`src/rtl/ysyx_22040125_mc_ctrl.sv`:
```
// Multi-cycle fetch/decode/exec/mem/wb sequencer with handshake timeout and ebreak halt.
// Optional perf counters enabled by defining YSYX_22040125_CTRL_PERF_EN.
module ysyx_22040125_mc_ctrl #(
  parameter int unsigned MEM_TIMEOUT = 255,
  parameter int unsigned TO_W        = 8
) (
  input  logic        clk,
  input  logic        rst_n,
  input  logic        start,
  output logic        ifu_req,
  input  logic        ifu_ack,
  input  logic [31:0] inst_in,
  output logic [31:0] inst_q,
  input  logic        dec_data_ren,
  input  logic        dec_data_wen,
  input  logic        dec_reg_wen,
  input  logic        dec_ebreak,
  output logic        lsu_req,
  output logic        lsu_we,
  input  logic        lsu_ack,
  output logic        rf_wen,
  output logic        pc_wen,
  output logic        halted,
`ifdef YSYX_22040125_CTRL_PERF_EN
  output logic [63:0] perf_cycle,
  output logic [63:0] perf_instret,
`endif
  output logic        bus_err
);

  localparam logic [31:0]     INST_NOP = 32'h0000_0013;
  localparam logic [TO_W-1:0] TO_LIMIT = TO_W'(MEM_TIMEOUT);
  localparam logic [TO_W-1:0] TO_ONE   = TO_W'(1);

  typedef enum logic [7:0] {
    S_IDLE   = 8'b0000_0001,
    S_FETCH  = 8'b0000_0010,
    S_DECODE = 8'b0000_0100,
    S_EXEC   = 8'b0000_1000,
    S_MEM    = 8'b0001_0000,
    S_WB     = 8'b0010_0000,
    S_HALT   = 8'b0100_0000,
    S_ERR    = 8'b1000_0000
  } state_t;

  state_t          r_state;
  state_t          w_state_nxt;
  logic [TO_W-1:0] r_cnt;
  logic [TO_W-1:0] w_cnt_nxt;
  logic [TO_W-1:0] w_cnt_inc;
  logic            w_to_hit;
  logic            w_inst_load;
  logic            w_lsu_we_nxt;

  logic [31:0]     r_inst_q;
  logic            r_ifu_req;
  logic            r_lsu_req;
  logic            r_lsu_we;
  logic            r_rf_wen;
  logic            r_pc_wen;
  logic            r_halted;
  logic            r_bus_err;

  // Next-state, timeout counter and instruction-register load decisions.
  always_comb begin
    w_state_nxt  = r_state;
    w_cnt_inc    = r_cnt + TO_ONE;
    w_cnt_nxt    = r_cnt;
    w_to_hit     = (w_cnt_inc == TO_LIMIT);
    w_inst_load  = 1'b0;
    w_lsu_we_nxt = r_lsu_we;

    case (r_state)
      S_IDLE: begin
        if (start) w_state_nxt = S_FETCH;
      end
      S_FETCH: begin
        if (ifu_ack) begin
          w_state_nxt = S_DECODE;
          w_inst_load = 1'b1;
        end else if (w_to_hit) begin
          w_state_nxt = S_ERR;
        end
      end
      S_DECODE: begin
        w_state_nxt = dec_ebreak ? S_HALT : S_EXEC;
      end
      S_EXEC: begin
        w_state_nxt = (dec_data_ren | dec_data_wen) ? S_MEM : S_WB;
      end
      S_MEM: begin
        if (lsu_ack) w_state_nxt = S_WB;
        else if (w_to_hit) w_state_nxt = S_ERR;
      end
      S_WB:    w_state_nxt = S_FETCH;
      S_HALT:  w_state_nxt = S_HALT;
      S_ERR:   w_state_nxt = S_ERR;
      default: w_state_nxt = S_IDLE;
    endcase

    // Counter restarts on each entry into a request state, counts unanswered cycles.
    if ((w_state_nxt == S_FETCH && r_state != S_FETCH) ||
        (w_state_nxt == S_MEM   && r_state != S_MEM)) begin
      w_cnt_nxt = '0;
    end else if ((r_state == S_FETCH && !ifu_ack) ||
                 (r_state == S_MEM   && !lsu_ack)) begin
      w_cnt_nxt = w_cnt_inc;
    end

    // Store/load direction is latched on MEM entry so it stays stable until the ack.
    if (w_state_nxt != S_MEM) w_lsu_we_nxt = 1'b0;
    else if (r_state == S_EXEC) w_lsu_we_nxt = dec_data_wen;
  end

  always_ff @(posedge clk or negedge rst_n) begin
    if (!rst_n) begin
      r_state <= S_IDLE;
      r_cnt   <= '0;
    end else begin
      r_state <= w_state_nxt;
      r_cnt   <= w_cnt_nxt;
    end
  end

  // Output flops mirror the state being entered, so no ack reaches an output combinationally.
  always_ff @(posedge clk or negedge rst_n) begin
    if (!rst_n) begin
      r_inst_q  <= INST_NOP;
      r_ifu_req <= 1'b0;
      r_lsu_req <= 1'b0;
      r_lsu_we  <= 1'b0;
      r_rf_wen  <= 1'b0;
      r_pc_wen  <= 1'b0;
      r_halted  <= 1'b0;
      r_bus_err <= 1'b0;
    end else begin
      if (w_inst_load) r_inst_q <= inst_in;
      r_ifu_req <= (w_state_nxt == S_FETCH);
      r_lsu_req <= (w_state_nxt == S_MEM);
      r_lsu_we  <= w_lsu_we_nxt;
      r_rf_wen  <= (w_state_nxt == S_WB) & dec_reg_wen;
      r_pc_wen  <= (w_state_nxt == S_WB);
      r_halted  <= (w_state_nxt == S_HALT);
      r_bus_err <= (w_state_nxt == S_ERR);
    end
  end

`ifdef YSYX_22040125_CTRL_PERF_EN
  logic [63:0] r_perf_cycle;
  logic [63:0] r_perf_instret;
  logic        w_busy;
  logic        w_retire;

  assign w_busy   = !(r_state == S_IDLE || r_state == S_HALT || r_state == S_ERR);
  assign w_retire = (r_state == S_WB) || (r_state == S_DECODE && dec_ebreak);

  always_ff @(posedge clk or negedge rst_n) begin
    if (!rst_n) begin
      r_perf_cycle   <= '0;
      r_perf_instret <= '0;
    end else begin
      if (w_busy)   r_perf_cycle   <= r_perf_cycle + 64'd1;
      if (w_retire) r_perf_instret <= r_perf_instret + 64'd1;
    end
  end

  assign perf_cycle   = r_perf_cycle;
  assign perf_instret = r_perf_instret;
`endif

  assign inst_q  = r_inst_q;
  assign ifu_req = r_ifu_req;
  assign lsu_req = r_lsu_req;
  assign lsu_we  = r_lsu_we;
  assign rf_wen  = r_rf_wen;
  assign pc_wen  = r_pc_wen;
  assign halted  = r_halted;
  assign bus_err = r_bus_err;

endmodule

```
`config.mk`:
```
export PLATFORM = sky130hd
export DESIGN_NAME = ysyx_22040125_mc_ctrl
export DESIGN_NICKNAME = d
export VERILOG_FILES = /design/src/rtl/ysyx_22040125_mc_ctrl.sv
export SDC_FILE = /design/constraint.sdc
export NUM_CORES = 1
export LEC_CHECK = 0
export ABC_AREA = 0
export ABC_CLOCK_PERIOD_IN_PS = 5150
export CORE_MARGIN = 2
export CORE_UTILIZATION = 45
export DETAILED_ROUTE_END_ITERATION = 10
export PLACE_DENSITY_LB_ADDON = 0.15
export SYNTH_ARGS = -nofsm -noshare
export SYNTH_HDL_FRONTEND = slang
export SYNTH_SLANG_ARGS = --single-unit
```
`constraint.sdc`:
```
create_clock -name clk -period 5.15 [get_ports clk]
set_input_delay 1.03 -clock clk [delete_from_list [all_inputs] [get_ports clk]]
set_output_delay 1.03 -clock clk [all_outputs]
set_load 0.005 [all_outputs]
```
; ---- After elaboration in Yosys (flattened, before gate mapping)
; Index checks and enable logic that the tools add are counted.
[totals]
register_bits = 55
inputBits = 41
output_inout_bits = 39
elab_cells = 53
[classes]
n_addsub = 1
eq_ne = 17
muxes = 13
n_bitwise = 2
reduce_logical = 10
[ops]
columns = operator, count
row1 = $pmux W8 S8, 1
row2 = $mux W8, 6
row3 = $eq A8 B8 Y1 const B, 3
row4 = $eq A8 B2 Y1 const B, 2
row5 = $eq A8 B5 Y1 const B, 2
row6 = $eq A8 B6 Y1 const B, 2
row7 = $eq A8 B7 Y1 const B, 2
row8 = $ne A8 B5 Y1 const B, 2
row9 = $add A8 B1 Y8 const B, 1
row10 = $eq A8 B1 Y1 const B, 1
row11 = $eq A8 B3 Y1 const B, 1
row12 = $eq A8 B4 Y1 const B, 1
row13 = $ne A8 B2 Y1 const B, 1
row14 = $mux W7, 1
row15 = $mux W6, 1
row16 = $logic_and A1 B1 Y1, 4
row17 = $mux W1, 4
row18 = $reduce_bool A2 Y1, 2
row19 = $logic_not A1 Y1, 2
row20 = $logic_or A1 B1 Y1, 2
row21 = $and A1 B1 Y1, 1
row22 = $or A1 B1 Y1, 1

; ---- Longest topological paths before layout
; Gate-level depths: netlist of the first run.
[logic_depth]
depth_word = 9
depth_mapped = 7
depth_no_buf = 6

; ---- Worst setup path before layout of the first run
; No wires, ideal clock.
[synth_path]
path_kind = input to register
startpoint = in lsu_ack
endpoint = reg r_cnt[5]
setup_ns = 0.135
t_arrival_ns = 1.906
required_time_ns = 5.015
setup_slack_ns = 3.109
stages = 6
n_path_buf = 1
path_cell_list = nor3b_1 -> o211a_1 -> buf_2 -> nand4_1 -> xor2_1 -> nor2_1
[synth_between]
elab_chain_cells = 6
elab_cells_between_ends = 12
cone_classes = 2 x eq/ne / 3 x mux / 7 x reduce/logical
[synth_lines]
columns = item, line
row1 = from (decl), 20  ; input logic lsu_ack,
row2 = $mux W8, 92  ; if (lsu_ack) w_state_nxt = S_WB;
row3 = $pmux W8 S8, 73  ; case (r_state)
row4 = $eq A8 B2 Y1 or $eq A8 B5 Y1 (tied branches), "102, 103"
row5 = $logic_and A1 B1 Y1 (on tied branches), "102, 103"
row6 = $logic_or A1 B1 Y1, 102  ; if ((w_state_nxt == S_FETCH && r_state != S_FETCH) ||
row7 = $mux W8 or $reduce_bool A2 Y1 (tied branches), --
row8 = to (signal assigned), 121  ; r_cnt <= w_cnt_nxt;
row9 = to (decl), 48  ; logic [TO_W-1:0] r_cnt;
; Several ways; a longest one is shown, not always the timed one.
; A chain may end at the register's enable or synchronous reset.

; ---- Worst setup path after layout of the first run
[layout_path]
startpoint = reg r_state[5]
endpoint = reg r_inst_q[2], in the netlist inst_q[2]
[layout_between]
elab_chain_cells = 2
[layout_lines]
columns = item, line
row1 = from (decl), 46  ; state_t r_state;
row2 = from (signal assigned), 120  ; r_state <= w_state_nxt;
row3 = $eq A8 B2 Y1, 73
row4 = $mux W1, 73
row5 = to (signal assigned), 137  ; if (w_inst_load) r_inst_q <= inst_in;
row6 = to (decl), 55  ; logic [31:0] r_inst_q;
; Every way passes these cells.

==> flow_summary_export.csv, run 1 <==
group,metric,value,unit
sta,rsz0062_at_grt,"false",
sta,hold_viol_final,0,
min_path,hp-class,"flip-flop to flip-flop",
critical_path,crit_path_start_kind,"flip-flop",
cells_and_area,final_nets,323,
synthesis,async_flop_share,1.00,
sta,slew_viol_final,0,
pwr,power_leakage,1.61,nW
routing,drc,0,
routing,ant_nets,0,
die,die_w,80.8,um
synthesis,synthTopCellsByArea,"dfrtp_1 48%, mux2_4 16%, dfstp_2 4.0%",
synthesis,avgSynthCellArea,13.0,um^2
critical_path,critical_path.max_stage_delay,0.57,ns
synthesis,synth_top_area_frac,0.481,
synthesis,synth.cell_area,2650,um^2
synthesis,synth_fp_nets,247,
placed_design,place.port_buffers,79,
die,core,5610,um^2
cells_and_area,diodes,0,
cells_and_area,drive_gt1_frac,0.178,
cells_and_area,syn2layout_area_growth,35.8,%
grt,grt-ovfl-total,0,
grt,grt_first_pass_wirelength,9000,um
sta,max_freq,0.404,GHz
critical_path,cp_slowest_cell,"or4_4",
synthesis,ys_ff_latch,55,
sta,period_needed,2.48,ns
cells_and_area,fill_cells,431,
die,start_util,0.473,
sta,layout_setup_ws,2.67,ns
cts,hold_buffers,0,
sta,relSlewSlack,0.538,
pwr,peakVddDrop,0.192,mV
cts,tritoncts,"built",
critical_path,crit_arrival,2.67,ns
cts,path_clk_slew,0.09,ns
routing,postRouteWirelength,5470,um
cts,cts_resized,0,
cts,htreeDepth,2,
placed_design,gp_congestion,0.750,
critical_path,path_buf_inv,0,
placed_design,dp_hpwl,3830,um
cells_and_area,multiInputGateArea,1180,um^2
grt,grt_start_max_net_pins,56,
die,die_height,80.8,um
cts,root_buffer,"clkbuf_8",
critical_path,critPathRequiredTime,5.34,ns
synthesis,synth_edf_count,0,
cts,clkLatencyLatePin,0.30,ns
synthesis,syn-instance-count,204,
pwr,power_density,466,nW/um^2
cells_and_area,seq_area,1380,um^2
synthesis,post-synth-top-area-cell,"dfrtp_1",
sta,tns,0,ns
cts,cts_post_setup_buffers_inserted,0,
placed_design,placed_area,3470,um^2
critical_path,worstPathCellList,"or4_4 > nor4_4 > nand3_4 > mux2_1",
sta,fin_hold_ws,0.505,ns
cts,cts.sinks,55,
sta,worst_pin_slew,0.693,ns
synthesis,synth_commonest_cells,"51 x dfrtp_1, 29 x mux2_4, 14 x nor2_1",
synthesis,yosysSeqAreaShare,0.521,
die,ioPinCount,80,
critical_path,end_kind,"flip-flop",
sta,setup_violations,0,
grt,grt_pass1_vias,1819,
critical_path,path_max_fanout,33,
synthesis,synth_ff_type,"dfrtp_1",
die,die_area,6520,um^2
cells_and_area,final_cell_area,3600,um^2
routing,vias_per_cell,5.16,
routing,drt_first_pass_iters,4,
job,drv_cap,0,
critical_path,worstSetupPathType,"flip-flop to flip-flop",
cts,cts.path.max_buffers,2,
sta,timing.final.crit_share,0.481,
synthesis,ys_warn_count,0,
routing,wire_per_inst,15.5,um
grt,track_usage,0.176,
synthesis,yosysUniqueCellTypes,48,
synthesis,yosysMostFrequentCell,"dfrtp_1",
grt,antenna_found_initial,0,
critical_path,crit_family,"simple AND/OR/NAND/NOR gates",
routing,first_iter_violations,50,
placed_design,post-place-ws,2.38,ns
cts,cts_buffers,5,
sta,finalClockSkew,0.00420,ns
die,row_count,27,
run_status,status,"completed",
routing,num_vias,1821,
[cell families after synthesis]
logic type,Yosys count,share of synthesized area
flip-flops,55,0.521
AND/OR/NAND/NOR,61,0.149
adder cells (fa/ha/maj),2,0.00944
XOR/XNOR,10,0.0330
multiplexers,33,0.181
AO/OA/AOI/OAI,25,0.0717
buffers and inverters,18,0.0354
[routing by layer]
layer	global-route usage	part of all wire
met1	0.263	0.50
met2	0.263	0.45
met5	0	0
met4	0.0525	0.0053
met3	0.0311	0.046
[flip-flops by register name (all words and copies together) (netlist names)]
signal / count
r_cnt: 8
lsu_we: 1
lsu_req: 1
r_state: 8
pc_wen: 1
ifu_req: 1
inst_q: 32
rf_wen: 1
halted: 1
bus_err: 1
[worst paths after layout]
path                             end        from  depth (start not counted)  slack (ns)
hold reg to reg            inst_q[2]   inst_q[2]                          1        0.51
setup / recovery           inst_q[2]  r_state[5]                          4        2.67
min in group asynchronous  inst_q[6]       rst_n                          2        0.85
setup reg to reg           inst_q[2]  r_state[5]                          4        2.67
hold / removal             inst_q[2]   inst_q[2]                          1        0.51
max in group asynchronous   r_cnt[2]       rst_n                          2        3.84
[power breakdown]
part,internal (W),leakage [nW],total [W],switching (W)
Sequential,0.000584,0.699,0.000677,0.0000935
Combinational,0.000464,0.850,0.000671,0.000207
Clock,0.000194,0.0654,0.000330,0.000136
Total,0.00124,1.61,0.00168,0.000436
[cell type report]
| class | count | area share |
|---|---|---|
| Sequential cell | 55 | 0.384 |
| Clock buffer | 6 | 0.0202 |
| Multi-Input combinational cell | 131 | 0.327 |
| Timing Repair Buffer | 80 | 0.220 |
| Clock inverter | 2 | 0.0167 |
| Tap cell | 72 | 0.0250 |
| Inverter | 7 | 0.00730 |
[cell usage in the layout, fill, tap and decap left out, types with 3 or more instances in the layout]
cell type	count
o21ai_0	3
and2_1	3
inv_1	5
clkdlybuf4s50_1	78
nor3b_1	3
mux2_4	29
nand3b_1	5
nand4_1	3
xnor2_1	4
mux2_1	3
nand2_1	9
a32o_1	4
nor2_1	14
o21ai_1	3
dfrtp_1	51
and3_1	3
clkbuf_8	5
dfstp_2	4
xor2_1	6
nand4b_1	5
[metrics by stage]
step / power [W] / cells / utilization
after floorplan: 0.00102 / 204 / -
after global placement: 0.00135 / 345 / 0.618
after detailed placement: 0.00136 / 345 / 0.618
after CTS: 0.00170 / 353 / 0.642
after global routing: 0.00179 / 353 / 0.642
final: 0.00168 / 353 / 0.642
Note: power is estimated with default switching activity, not from simulation.
==> run 2: changes to the inputs <==
--- a/config.mk
+++ b/config.mk
@@ -6,7 +6,7 @@
 export NUM_CORES = 1
 export LEC_CHECK = 0
 export ABC_AREA = 0
-export ABC_CLOCK_PERIOD_IN_PS = 5150
+export ABC_CLOCK_PERIOD_IN_PS = 2300
 export CORE_MARGIN = 2
 export CORE_UTILIZATION = 45
 export DETAILED_ROUTE_END_ITERATION = 10
==> constraint.sdc (replaced) <==
create_clock -name clk -period 2.3 [get_ports clk]
set_input_delay 0.46 -clock clk [delete_from_list [all_inputs] [get_ports clk]]
set_output_delay 0.46 -clock clk [all_outputs]
set_load 0.005 [all_outputs]
==> flow_summary_export.csv, run 2 (synthesis gave the netlist of run 1 again) <==
group,metric,value,unit
cells_and_area,diodes,0,
placed_design,place.port_buffers,79,
critical_path,path_max_fanout,33,
placed_design,post-place-ws,0.163,ns
cts,cts.sinks,55,
sta,tns,0,ns
routing,num_vias,1915,
placed_design,dp_hpwl,4100,um
sta,period_needed,2.05,ns
grt,antenna_found_initial,0,
cts,cts_resized,0,
placed_design,gp_congestion,0.801,
grt,grt-ovfl-total,0,
grt,met3_usage,0.0433,
sta,rsz0062_at_grt,"false",
critical_path,crit_arrival,2.23,ns
die,row_count,27,
routing,wire_per_inst,15.6,um
die,core,5610,um^2
routing,postRouteWirelength,5620,um
pwr,power_leakage,1.65,nW
cells_and_area,layout_commonest_cell,"clkdlybuf4s50_1",
sta,slew_viol_final,0,
cts,tritoncts,"built",
pwr,power_density,1010,nW/um^2
cts,path_clk_slew,0.10,ns
routing,vias_per_cell,5.30,
critical_path,worstSetupPathType,"flip-flop to flip-flop",
die,die_area,6520,um^2
routing,drc,0,
sta,hold_viol_final,0,
die,start_util,0.473,
cts,cts_buffers,5,
cts,htreeDepth,2,
sta,finalClockSkew,0.0104,ns
routing,first_iter_violations,69,
die,die_height,80.8,um
sta,worst_pin_slew,0.734,ns
cells_and_area,syn2layout_area_growth,37.5,%
grt,grt_first_pass_wirelength,8830,um
grt,grtUsageMet2,0.289,
grt,met1_usage,0.238,
sta,relSlewSlack,0.510,
pwr,peakVddDrop,0.475,mV
die,ioPinCount,80,
sta,max_freq,0.489,GHz
critical_path,end_kind,"flip-flop",
cells_and_area,layout_common_cells,"78 x clkdlybuf4s50_1, 51 x dfrtp_1, 29 x mux2_4",
critical_path,critPathRequiredTime,2.48,ns
cts,cts.path.max_buffers,2,
sta,setup_violations,0,
cells_and_area,final_nets,331,
cells_and_area,largest_reg_flops,32,
cts,root_buffer,"clkbuf_8",
critical_path,crit_path_start_kind,"flip-flop",
run_status,status,"completed",
sta,layout_setup_ws,0.254,ns
cts,hold_buffers,0,
routing,ant_nets,0,
cts,clkLatencyLatePin,0.30,ns
grt,grt_pass1_vias,1800,
cts,cts_post_setup_buffers_inserted,0,
sta,timing.final.crit_share,0.889,
grt,track_usage,0.175,
die,die_w,80.8,um
cells_and_area,drive_gt1_frac,0.197,
min_path,hp-class,"input port to async pin",
grt,grt_busiest_layer,"met2",
grt,grt_start_max_net_pins,35,
routing,drt_first_pass_iters,4,
job,drv_cap,0,
-- run 2: through the flow --
step,utilization,instances,area [um^2],total power (W),hold slack [ns]
global route,0.650,361,3650,0.00390,0.267
global placement,0.631,353,3540,0.00305,0.475
CTS,0.650,361,3650,0.00372,0.233
detailed placement,0.631,353,3540,0.00309,0.485
floorplan,-,204,2650,0.00227,0.164
finish,0.650,361,3650,0.00368,0.211
-- run 2: power by group --
part	internal (W)	total, W	switching, W
clock network	0.000326	0.000620	0.000294
registers	0.00131	0.00153	0.000220
logic	0.00107	0.00153	0.000463
total	0.00270	0.00368	0.000978
-- run 2: layout make-up --
class	instances	area (um^2)
clock inverter	1	30.0
fill	449	1960
inverter	7	26.3
timing repair buffer	88	866
clock buffer	7	76.3
sequential	55	1380
tap	72	90.1
multi-input combinational	131	1180
-- run 2: worst max-delay path, stage by stage (launching register included) --
cell,delay (ns)
dfrtp_1,0.46
or4_4,0.55
nor4_4,0.24
nand3_4,0.11
buf_12,0.21
mux2_4,0.32
-- run 2: routing by layer --
layer | vias to the layer above | part of all wire
met4 | 0 | 0.0087
li1 | 904 | -
met1 | 950 | 0.46
met5 | - | 0
met2 | 56 | 0.46
met3 | 5 | 0.063
-- run 2: worst paths after layout --
path | from | to | slack (ns) | cells after the start
max reg2reg | r_state[7] | inst_q[29] | 0.25 | 5
min | rst_n | inst_q[5] | 0.21 | 1
max in group asynchronous | rst_n | inst_q[15] | 1.44 | 2
min reg2reg | inst_q[2] | inst_q[2] | 0.50 | 1
min in group clk | inst_q[2] | inst_q[2] | 0.50 | 1
max | r_state[7] | inst_q[29] | 0.25 | 5
==> run 3: changes to the inputs <==
--- a/config.mk
+++ b/config.mk
@@ -5,10 +5,10 @@
 export SDC_FILE = /design/constraint.sdc
 export NUM_CORES = 1
 export LEC_CHECK = 0
-export ABC_AREA = 0
+export ABC_AREA = 1
 export ABC_CLOCK_PERIOD_IN_PS = 2300
 export CORE_MARGIN = 2
-export CORE_UTILIZATION = 45
+export CORE_UTILIZATION = 30
 export DETAILED_ROUTE_END_ITERATION = 10
 export PLACE_DENSITY_LB_ADDON = 0.15
 export SYNTH_ARGS = -nofsm -noshare
==> flow_summary_export.csv, run 3 <==
group,metric,value,unit
sta,slew_viol_final,0,
critical_path,path_max_fanout,12,
cells_and_area,syn2layout_area_growth,41.3,%
die,ioPinCount,80,
sta,hold_viol_final,0,
routing,drt_first_pass_iters,4,
die,row_count,32,
routing,drc,0,
pwr,power_density,964,nW/um^2
grt,grt_first_pass_wirelength,9570,um
die,die_area,8880,um^2
critical_path,end_kind,"flip-flop",
die,core,7810,um^2
critical_path,worstSetupPathType,"flip-flop to flip-flop",
critical_path,r2r_slack,0.40,ns
critical_path,endpoint,"r_cnt[4]",
sta,relSlewSlack,0.627,
cts,htreeDepth,2,
placed_design,gp_congestion,0.854,
cts,hold_buffers,0,
grt,grt_pass1_vias,2043,
synthesis,syn-instance-count,286,
critical_path,crit_arrival,2.09,ns
synthesis,yosysSeqAreaShare,0.565,
cells_and_area,layout_commonest_cell,"nand2_1",
cells_and_area,diodes,0,
synthesis,synth_edf_count,0,
routing,wire_per_inst,12.0,um
die,die_w,94.3,um
critical_path,startpoint,"r_state[7]",
critical_path,timing.rr.end,"r_cnt[4]",
synthesis,ys_warn_count,0,
sta,setup_violations,0,
die,start_util,0.313,
cts,cts_buffers,5,
synthesis,synthTopCellsByArea,"dfrtp_1 52%, nand2_1 20%, dfstp_2 4.3%",
critical_path,crit_path_start_kind,"flip-flop",
die,die_height,94.3,um
routing,num_vias,2047,
sta,timing.final.crit_share,0.826,
placed_design,place.port_buffers,79,
min_path,hp-class,"input port to async pin",
sta,worst_pin_slew,0.559,ns
cells_and_area,layout_common_cells,"132 x nand2_1, 78 x clkdlybuf4s50_1, 51 x dfrtp_1",
cts,cts_resized,0,
cts,clkLatencyLatePin,0.31,ns
critical_path,critPathRequiredTime,2.49,ns
cts,root_buffer,"clkbuf_8",
synthesis,post-synth-top-area-cell,"dfrtp_1",
sta,finalClockSkew,0.00997,ns
pwr,peakVddDrop,0.374,mV
cts,path_clk_slew,0.10,ns
routing,ant_nets,0,
synthesis,async_flop_share,1.00,
synthesis,yosysUniqueCellTypes,27,
synthesis,synth.cell_area,2440,um^2
grt,track_usage,0.138,
synthesis,avgSynthCellArea,8.54,um^2
synthesis,ys_ff_latch,55,
job,drv_cap,0,
pwr,power_leakage,1.69,nW
sta,rsz0062_at_grt,"false",
synthesis,synth_fp_nets,329,
sta,period_needed,1.90,ns
cells_and_area,largest_reg_flops,32,
routing,first_iter_violations,63,
cts,cts_post_setup_buffers_inserted,0,
critical_path,reg2regPathDepth,10,
synthesis,yosysMostFrequentCell,"nand2_1",
cells_and_area,final_nets,410,
placed_design,placed_area,3330,um^2
sta,max_freq,0.526,GHz
placed_design,dp_hpwl,3970,um
grt,grt_start_max_net_pins,35,
routing,vias_per_cell,4.36,
routing,postRouteWirelength,5620,um
run_status,status,"completed",
cts,tritoncts,"built",
grt,grt-ovfl-total,0,
critical_path,r2r_start,"r_state[7]",
grt,antenna_found_initial,0,
cells_and_area,drive_gt1_frac,0.0924,
cells_and_area,final_cell_area,3450,um^2
cts,cts.path.max_buffers,2,
sta,tns,0,ns
synthesis,synth_commonest_cells,"132 x nand2_1, 51 x dfrtp_1, 23 x inv_1",
synthesis,synth_top_area_frac,0.522,
synthesis,synth_ff_type,"dfrtp_1",
cts,cts.sinks,55,
[run 3: cell types whose count changed after synthesis, sizes merged, moves of 5 or more]
cell,previous run,this run
inv,7,28
mux2,32,0
nand2,9,134
nand3,3,13
nand4,3,9
nand4b,5,0
xor2,6,0
[run 3: layer usage]
metal	global-route usage	wire length, um
met1	0.178	2550
met2	0.207	2430
met3	0.0658	570
met4	0.0386	72
met5	0	0
[run 3: kinds of logic (layout without fill, tap and decap cells)]
logic type	Yosys count	after routing	synth area share
AOI/OAI and AO/OA	18	18	0.0430
DFF	55	55	0.565
adders and majority gates	2	2	0.0102
and+or+nand+nor	176	176	0.316
buffers and inverters	35	117	0.0650
[run 3: worst max-delay path, stage by stage (launching register included)]
cell and delay (ns):
dfrtp_1 0.40, inv_2 0.08, nand2_1 0.14, inv_2 0.09, nand2_1 0.07, nor4_4 0.21, nand2_1 0.10, nand2_1 0.32
inv_1 0.16, nand2_2 0.15, o21ai_1 0.07
[run 3: worst min-delay path by stage]
stage          cells after the start        end  slack (ns)  startpoint
2_1_floorplan                      0    bus_err        0.16       rst_n
4_1_cts                            1   r_cnt[1]        0.13       rst_n
3_5_place_dp                       2  inst_q[4]        0.46   inst_q[4]
6_report                           1   r_cnt[1]        0.12       rst_n
5_1_grt                            1     rf_wen        0.16       rst_n
3_3_place_gp                       2  inst_q[4]        0.45   inst_q[4]
[run 3: power by group]
part           leakage [nW]  internal, W  switching (W)
Combinational         0.921     0.000690       0.000495
Clock                0.0618     0.000359       0.000321
Sequential            0.710      0.00128       0.000180
Total                  1.69      0.00233       0.000996
[run 3: cell type report]
cell class                      instances  area [um^2]
Fill cell                             779         4360
Sequential cell                        55         1380
Timing Repair Buffer                   81          813
Inverter                               28          105
Multi-Input combinational cell        196          903
Clock buffer                            6         82.6
Tap cell                              102          128
Clock inverter                          2         38.8
[run 3: through the flow]
stage | util | setup slack (ns) | cells | power, W | hold WS [ns]
finish | 0.442 | 0.401 | 470 | 0.00333 | 0.121
global route | 0.442 | 0.198 | 470 | 0.00359 | 0.155
CTS | 0.442 | 0.400 | 470 | 0.00339 | 0.131
detailed placement | 0.427 | 0.440 | 462 | 0.00268 | 0.458
global placement | 0.427 | 0.482 | 462 | 0.00268 | 0.455
floorplan | - | 0.801 | 286 | 0.00196 | 0.164
